--- config.mk ---
export PLATFORM = sky130hd
export DESIGN_NAME = cp0_exception
export DESIGN_NICKNAME = d
export VERILOG_FILES = /design/src/rtl/cp0_exception.sv
export SDC_FILE = /design/constraint.sdc
export NUM_CORES = 1
export LEC_CHECK = 0
export BUFFER_PORTS_ARGS = -buffer_cell sky130_fd_sc_hd__buf_2
export CAP_MARGIN = 20
export CORE_UTILIZATION = 52
export CTS_CLUSTER_SIZE = 12
export DETAILED_ROUTE_END_ITERATION = 10
export PLACE_DENSITY_LB_ADDON = 0.25
export SLEW_MARGIN = 40
export SYNTH_ARGS = -nofsm -noshare
export SYNTH_HDL_FRONTEND = slang
export SYNTH_SLANG_ARGS = --single-unit
--- constraint.sdc ---
create_clock -name clk -period 3.57 [get_ports clk]
set_input_delay 0.714 -clock clk [delete_from_list [all_inputs] [get_ports clk]]
set_output_delay 0.714 -clock clk [all_outputs]
set_load 0.005 [all_outputs]
--- src/rtl/cp0_exception.sv ---
// Coprocessor-0 register file and precise-exception responder for the five-stage MIPS core.
// Optional feature: define CP0_TIMER_INT_EN to route Count==Compare into Cause.TI / IP[7].
module cp0_exception #(
  parameter logic [31:0] EXC_VECTOR = 32'hBFC0_0380,
  parameter logic [31:0] STATUS_RST = 32'h0040_0000
) (
  input  logic        clk,
  input  logic        rst,
  input  logic        stall,
  input  logic        invalidM,
  input  logic        syscallM,
  input  logic        breakM,
  input  logic        eretM,
  input  logic        overflowM,
  input  logic        adel_fetchM,
  input  logic        adel_loadM,
  input  logic        ades_storeM,
  input  logic [31:0] pcM,
  input  logic [31:0] bad_addrM,
  input  logic        in_delayslotM,
  input  logic [5:0]  hw_int,
  input  logic        cp0weM,
  input  logic [4:0]  waddr,
  input  logic [31:0] wdata,
  input  logic [4:0]  raddr,
  output logic [31:0] rdata,
  output logic        flush,
  output logic [31:0] newpc,
  output logic [4:0]  excode,
  output logic [31:0] status_o,
  output logic [31:0] cause_o,
  output logic [31:0] epc_o,
  output logic        timer_int
);

  localparam logic [31:0] STATUS_WMASK = 32'h0000_FF03;

  logic [31:0] status, epc, badvaddr, count, compare;
  logic [4:0]  ip_hw;
  logic        ip7;
  logic [1:0]  ip_sw;
  logic        bd, ti, toggle;
  logic [4:0]  exc_code_r;
  logic [7:0]  ip;

  logic        int_pending, exc_hit, take_exc, take_eret, mtc0_commit;
  logic        bad_from_pc, bad_from_data;
  logic [4:0]  code;

  assign ip = {ip7, ip_hw, ip_sw};
  assign int_pending = status[0] & ~status[1] & (|(ip & status[15:8]));

  // Fixed priority; the first asserted source wins and selects BadVAddr source.
  always_comb begin
    exc_hit       = 1'b1;
    code          = 5'h00;
    bad_from_pc   = 1'b0;
    bad_from_data = 1'b0;
    if (int_pending)      code = 5'h00;
    else if (adel_fetchM) begin code = 5'h04; bad_from_pc = 1'b1; end
    else if (invalidM)    code = 5'h0A;
    else if (syscallM)    code = 5'h08;
    else if (breakM)      code = 5'h09;
    else if (overflowM)   code = 5'h0C;
    else if (adel_loadM)  begin code = 5'h04; bad_from_data = 1'b1; end
    else if (ades_storeM) begin code = 5'h05; bad_from_data = 1'b1; end
    else                  exc_hit = 1'b0;
  end

  assign take_exc    = exc_hit & ~stall;
  assign take_eret   = eretM & ~exc_hit & ~stall;
  assign flush       = take_exc | take_eret;
  assign newpc       = take_eret ? epc : EXC_VECTOR;
  assign excode      = take_exc ? code : 5'h00;
  // An mtc0 in the same cycle as a redirect belongs to a squashed instruction.
  assign mtc0_commit = cp0weM & ~stall & ~flush;

  always_ff @(posedge clk) begin
    if (rst) begin
      status     <= STATUS_RST;
      epc        <= 32'h0;
      badvaddr   <= 32'h0;
      count      <= 32'h0;
      compare    <= 32'h0;
      ip_hw      <= 5'h0;
      ip_sw      <= 2'h0;
      bd         <= 1'b0;
      exc_code_r <= 5'h0;
      toggle     <= 1'b0;
    end else begin
      toggle <= ~toggle;
      ip_hw  <= hw_int[4:0];
      if (mtc0_commit && waddr == 5'd9) count <= wdata;
      else if (toggle)                  count <= count + 32'd1;
      if (mtc0_commit && waddr == 5'd11) compare <= wdata;

      if (take_exc) begin
        status[1]  <= 1'b1;
        exc_code_r <= code;
        if (!status[1]) begin
          bd  <= in_delayslotM;
          epc <= in_delayslotM ? (pcM - 32'd4) : pcM;
        end
        if (bad_from_pc)        badvaddr <= pcM;
        else if (bad_from_data) badvaddr <= bad_addrM;
      end else if (take_eret) begin
        status[1] <= 1'b0;
      end else if (mtc0_commit) begin
        case (waddr)
          5'd12:   status <= (status & ~STATUS_WMASK) | (wdata & STATUS_WMASK);
          5'd13:   ip_sw  <= wdata[9:8];
          5'd14:   epc    <= wdata;
          default: ;
        endcase
      end
    end
  end

`ifdef CP0_TIMER_INT_EN
  // A Compare write acknowledges the timer even if the match condition still holds.
  always_ff @(posedge clk) begin
    if (rst)                                 ti <= 1'b0;
    else if (mtc0_commit && waddr == 5'd11)  ti <= 1'b0;
    else if (count == compare)               ti <= 1'b1;
  end
  assign ip7 = ti;
`else
  assign ti = 1'b0;
  always_ff @(posedge clk) begin
    if (rst) ip7 <= 1'b0;
    else     ip7 <= hw_int[5];
  end
`endif

  assign timer_int = ti;
  assign status_o  = status;
  assign epc_o     = epc;
  assign cause_o   = {bd, ti, 14'h0, ip, 1'b0, exc_code_r, 2'b00};

  always_comb begin
    case (raddr)
      5'd8:    rdata = badvaddr;
      5'd9:    rdata = count;
      5'd11:   rdata = compare;
      5'd12:   rdata = status;
      5'd13:   rdata = cause_o;
      5'd14:   rdata = epc;
      default: rdata = 32'h0;
    endcase
  end

endmodule

==> results.cfg, run 1 <==
[layout]
layout.area.seq_um2 = 3040
layout_commonest_cell = sky130_fd_sc_hd__buf_2
share_of_layout_cells_above_drive_strength_1_pct = 24.6
layout.core_utilization_pct = 65.2
area_delta_synth_final_pct = 22.0
number_of_antenna_diodes = 0
commonest_cells_after_routing_fill_and_taps_aside = sky130_fd_sc_hd__buf_2, sky130_fd_sc_hd__dfxtp_1, sky130_fd_sc_hd__nand2_1
multi_input_comb_area_um2 = 5270
fillCellCount = 1503
post_layout_net_count = 1465

[drt]
average_via_count_per_standard_cell = 6.41
detail_route.first_pass.iterations = 9
wl_per_cell_um = 21.2
drt_iter0_drc = 1801
detail_route.wirelength_mm = 33.2
remaining_drc_errors = 0
route.vias.total = 10100
drtAntennaViolNets = 0

[logic_synthesis]
synth-async-reset-ratio_pct = 0
syn_avg_cell_area_um2 = 7.80
number_of_enable_flip_flop_cells_after_synthesis = 0
synthesis.yosys.warnings = 0
yosys.cell_types.count = 64
yosysSeqAreaShare_pct = 34.3
synth_seq_cells = 152
synth_largest_area_cell = sky130_fd_sc_hd__dfxtp_1
synth.cell_area_um2 = 8860
synth_top_cell_area_share_pct = 34.3
postSynthCellCount = 1136
synth.area.top_cells = sky130_fd_sc_hd__dfxtp_1, sky130_fd_sc_hd__nand2_1, sky130_fd_sc_hd__a22oi_1
ys.flop_type = sky130_fd_sc_hd__dfxtp_1

[power_and_ir_drop]
power_density_over_cell_area_nw_per_um2 = 403
ir_drop_v = 0.000368
cellLeakagePower_nw = 4.49

[status]
run_status = finished clean

[worst_setup_path]
crit_path_end_kind = primary output
cp.required_ps = 2860
setup.worst_path.class = flip-flop to primary output
timing.critical_path.fanout_max = 6
worst_ep_arrival_time_ps = 2660
launching_element_type_of_the_critical_path = flip-flop

[grt]
grt_max_degree = 72
groute.usage.overall_pct = 37.0
grt_pass1_vias = 8766
wire_length_of_the_first_global_routing_pass_mm = 50.4
antenna_found_initial = 0
congestion_overflow_gr = 0

[sta]
setup-tns-final_ps = 0
grt_setup_unrepaired = false
maxSlewViolCount = 0
final_period_minus_worst_setup_slack_ps = 3370
hold-worst-slack_ps = 474
worst_slew_pin_slew_ps = 859
timing.fmax_mhz = 296
final.setup_skew_ps = 5.42
final_min_period_over_clock_period_pct = 94.5
worst_slew_margin_rel_pct = 42.7
finalSetupViolCount = 0
hold_viol = 0
final.setup.worst_slack_ps = 195

[clocking]
clkLatencyLatePin_ps = 430
clkSinkCount = 152
cts-buffers-inserted = 17
post_cts_hold_buffer_count = 0
cts_buffer_depth = 2
cts.htree.levels = 4
postCtsSetupRepairBufs = 0
clk_transition_reported_paths_ps = 60
cts_root_buf = sky130_fd_sc_hd__clkbuf_16
cts_tree = done
post_cts_resized = 0

[floorplan]
die_w_um = 133
top_level_ports = 292
floorplan.die.height_um = 133
rows = 47
floorplan.initialDensity_pct = 53.4
floorplan.die_area_um2 = 17600
design.core.area_um2 = 16600

[placement]
dp_worst_setup_slack_ps = 431
port-buffer-count = 248
globalplace.congestion = 0.981
detailed_place_hpwl_mm = 24.0

[flow_run]
max-cap-violations = 0

[hold_path]
hold_path_class = flip-flop to flip-flop
==> kinds of logic (layout without fill, tap and decap cells) <==
group           Yosys count  after routing  share of synthesized area (%)
buf+inv                 150            324                           8.55
xor+xnor                 56             56                           5.53
flops                   152            152                           34.3
other cells               2             43                         0.0847
compound gates          325            325                           25.8
simple gates            447            447                           25.2
mux                       2              2                          0.240
fa+ha+maj                 2              2                          0.282
==> power by group <==
group / switching, mW / internal (mW)
Clock: 0.717 / 1.28
Combinational: 0.312 / 0.193
Sequential: 0.0946 / 1.76
Total: 1.12 / 3.23
==> synthesized netlist by cell type, types with 13 or more instances <==
library cell / n
sky130_fd_sc_hd__xor2_1: 35
sky130_fd_sc_hd__nor3_1: 23
sky130_fd_sc_hd__nor4_1: 13
sky130_fd_sc_hd__dfxtp_1: 152
sky130_fd_sc_hd__o21ai_0: 65
sky130_fd_sc_hd__and2_1: 23
sky130_fd_sc_hd__a211oi_1: 14
sky130_fd_sc_hd__a22oi_1: 64
sky130_fd_sc_hd__nand2b_1: 15
sky130_fd_sc_hd__buf_4: 46
sky130_fd_sc_hd__a311oi_1: 35
sky130_fd_sc_hd__xnor2_1: 21
sky130_fd_sc_hd__clkbuf_1: 85
sky130_fd_sc_hd__nand3_1: 68
sky130_fd_sc_hd__nand2_1: 135
sky130_fd_sc_hd__and4_1: 16
sky130_fd_sc_hd__a21oi_1: 73
sky130_fd_sc_hd__nor2_1: 90
==> worst max-delay path, stage by stage, from the launching register on <==
cell and delay, ps:
sky130_fd_sc_hd__dfxtp_1 380, sky130_fd_sc_hd__a22o_1 290, sky130_fd_sc_hd__o41a_1 610, sky130_fd_sc_hd__nor3_1 360
sky130_fd_sc_hd__nor4b_1 300, sky130_fd_sc_hd__buf_4 180, sky130_fd_sc_hd__buf_2 110
==> layer usage <==
layer,track usage (%),up-vias,wire [um]
met5,0,-,0
met3,8.43,88,4180
met2,54.8,742,14400
met4,12.6,0,1050
met1,52.7,4745,13600
li1,-,4501,-
==> cell type report <==
cell class | count | share of cell area [%]
Multi-Input combinational cell | 875 | 48.7
Sequential cell | 152 | 28.1
Timing Repair Buffer | 282 | 14.3
Clock buffer | 24 | 4.36
Tap cell | 220 | 2.55
Clock inverter | 8 | 1.55
Inverter | 10 | 0.347
==> per-stage QoR <==
stage          total power, mW  area (um2)  std cells
2_1_floorplan             2.13        9020       1177
3_3_place_gp              2.37       10200       1539
3_5_place_dp              2.37       10200       1539
4_1_cts                   4.33       10800       1571
5_1_grt                   4.47       10800       1571
6_report                  4.35       10800       1571
==> worst paths after layout <==
| path | startpoint | end | slack [ps] | cells after the start |
|---|---|---|---|---|
| max | ip_hw[3] | excode[0] | 200 | 6 |
| min | compare[2] | compare[2] | 470 | 2 |
| max reg2reg | ip_hw[3] | badvaddr[29] | 880 | 7 |
| min reg2reg | compare[2] | compare[2] | 470 | 2 |
==> flip-flops by register name, summed over array words and instances (netlist names) <==
signal,cells
badvaddr,32
exc_code_r,4
ip7,1
ip_hw,5
toggle,1
bd,1
status_o,10
count,32
ip_sw,2
compare,32
epc_o,32
Power figures use the tool's default switching activity.
==> run 2, diff against run 1 <==
Settings changed: CELL_PAD_IN_SITES_DETAIL_PLACEMENT from default to 1, CELL_PAD_IN_SITES_GLOBAL_PLACEMENT from default to 2, CORE_UTILIZATION 52 to 28, SKIP_LAST_GASP from default to 1.
==> run 2 against run 1 <==
Effect of this change: the run now ends with design-rule violations left; first-iteration DRC count down 54%; cell count up 11%; final area up 2.3%; clock power about the same; global-route usage down 12 points; critical endpoint is now newpc[11].
==> results.cfg, run 2 (same netlist as run 1, synthesis figures left out) <==
[drt]
detail_route.first_pass.iterations = 11
drt_iter0_drc = 820
detail_route.wirelength_mm = 41.1
average_via_count_per_standard_cell = 5.49
wl_per_cell_um = 23.5
remaining_drc_errors = 16
drtAntennaViolNets = 0
route.vias.total = 9609

[floorplan]
top_level_ports = 292
floorplan.die_area_um2 = 32400
floorplan.die.height_um = 180
floorplan.initialDensity_pct = 28.8
die_w_um = 180
design.core.area_um2 = 30800
rows = 64

[sta]
hold_viol = 0
worst_slew_pin_slew_ps = 857
final_min_period_over_clock_period_pct = 94.6
final_period_minus_worst_setup_slack_ps = 3380
final.setup_skew_ps = 12.6
finalSetupViolCount = 0
maxSlewViolCount = 0
timing.fmax_mhz = 296
worst_slew_margin_rel_pct = 42.9
grt_setup_unrepaired = false
setup-tns-final_ps = 0

[worst_setup_path]
timing.rr.end = compare[15]
buffering_stage_count_on_the_worst_path_with_inverters_included = 2
ff2ff_path_depth = 8
launching_element_type_of_the_critical_path = flip-flop
worst_ep_arrival_time_ps = 2660
regToRegSetupSlack_ps = 770
crit_path_end_kind = primary output
cp_cell_sequence = a22o_1 -> o41a_1 -> nor4_2 -> buf_4 -> and2_1 -> buf_2
setup.worst_path.class = flip-flop to primary output
timing.critical_path.fanout_max = 12
worst_r2r_startpoint = ip_hw[3]
cp_slowest_stage_delay_ps = 600
cp.required_ps = 2860
crit_end = newpc[11]
worst_path_max_delay_cell = sky130_fd_sc_hd__o41a_1
timing.critical_path.depth = 6
worst_setup_path_startpoint = ip_hw[3]
critPathTopFamily = compound AO/OA/AOI/OAI gates

[hold_path]
hold_path_class = flip-flop to flip-flop

[grt]
grt_pass1_vias = 9444
grt_max_degree = 89
wire_length_of_the_first_global_routing_pass_mm = 61.3
groute.usage.overall_pct = 25.0
antenna_found_initial = 1
congestion_overflow_gr = 0

[clocking]
clk_transition_reported_paths_ps = 60
cts_tree = done
cts_buffer_depth = 2
cts-buffers-inserted = 17
cts.htree.levels = 4
clkSinkCount = 152
clkLatencyLatePin_ps = 430
cts_root_buf = sky130_fd_sc_hd__clkbuf_16
post_cts_hold_buffer_count = 0

[layout]
finalInstanceArea_um2 = 11100
post_layout_net_count = 1468
share_of_layout_cells_above_drive_strength_1_pct = 25.1
commonest_cells_after_routing_fill_and_taps_aside = sky130_fd_sc_hd__buf_2, sky130_fd_sc_hd__dfxtp_1, sky130_fd_sc_hd__nand2_1
area_delta_synth_final_pct = 24.9
layout_commonest_cell = sky130_fd_sc_hd__buf_2

[placement]
detailed_place_hpwl_mm = 30.8
globalplace.congestion = 0.864
post_dp_cell_area_um2 = 10400
port-buffer-count = 248

[flow_run]
max-cap-violations = 0

[status]
run_status = finished with violations
failing_checks = design-rule violations

[power_and_ir_drop]
ir_drop_v = 0.000339
power_density_over_cell_area_nw_per_um2 = 393
cellLeakagePower_nw = 4.50
[run 2: changes by cell type in the layout (fill, tap and decap cells not counted), sizes merged]
cell,delta
clkbuf,-6
clkinv,+4
buf,+3
clkinvlp,+2
bufinv,-1
diode,+1
[run 2: worst reg2reg max path: stages, from the launching register on]
cell and delay, ps:
sky130_fd_sc_hd__dfxtp_1 400, sky130_fd_sc_hd__a22o_1 310, sky130_fd_sc_hd__o41a_1 600, sky130_fd_sc_hd__buf_4 270, sky130_fd_sc_hd__o31ai_4 280, sky130_fd_sc_hd__inv_1 150, sky130_fd_sc_hd__buf_4 310, sky130_fd_sc_hd__o21ai_0 250
sky130_fd_sc_hd__a21oi_1 100
[run 2: cell type report]
| type | count | area [um2] |
|---|---|---|
| timing repair buffer | 285 | 1600 |
| inverter | 10 | 37.5 |
| multi-input combinational | 875 | 5280 |
| fill | 3751 | 19800 |
| antenna | 1 | 2.50 |
| sequential | 152 | 3040 |
| clock inverter | 13 | 180 |
| tap | 396 | 495 |
| clock buffer | 18 | 429 |
[run 2: worst min-delay path by stage]
stage / from / end / slack (ps) / cells past startpoint
floorplan: bd / bd / 440 / 2
CTS: compare[3] / compare[3] / 480 / 2
detailed placement: compare[3] / compare[3] / 470 / 2
finish: compare[1] / compare[1] / 480 / 2
global placement: compare[3] / compare[3] / 460 / 2
global route: hw_int[0] / ip_hw[0] / 490 / 2
[run 2: timing repair]
action                     4_1_cts  5_1_grt
setup endpoints to repair        0        1
gates resized for setup          0        1
setup buffers                    0        0
[run 2: power by group]
group | leakage (nW) | total, mW | internal, mW | switching (mW)
combinational | 2.97 | 0.528 | 0.196 | 0.332
sequential | 1.24 | 1.86 | 1.76 | 0.101
clock | 0.292 | 1.96 | 1.16 | 0.797
[run 2: per-layer routing]
layer / global-route usage [%] / routed length (um) / vias to the layer above
li1: - / - / 4509
met1: 36.2 / 19800 / 4709
met2: 38.9 / 18200 / 361
met3: 3.22 / 2390 / 30
met4: 6.00 / 672 / 0
met5: 0 / 0 / -
[run 2: stage by stage]
stage | total power [mW] | std cells | worst slack, ps | hold slack, ps | utilization, %
6_report | 4.35 | 1750 | 191 | 478 | 35.9
5_1_grt | 4.50 | 1749 | 80.8 | 492 | 35.9
4_1_cts | 4.38 | 1749 | 117 | 478 | 35.9
3_5_place_dp | 2.42 | 1718 | 278 | 470 | 33.9
3_3_place_gp | 2.41 | 1718 | 328 | 461 | 33.8
2_1_floorplan | 2.13 | 1177 | 405 | 445 | -
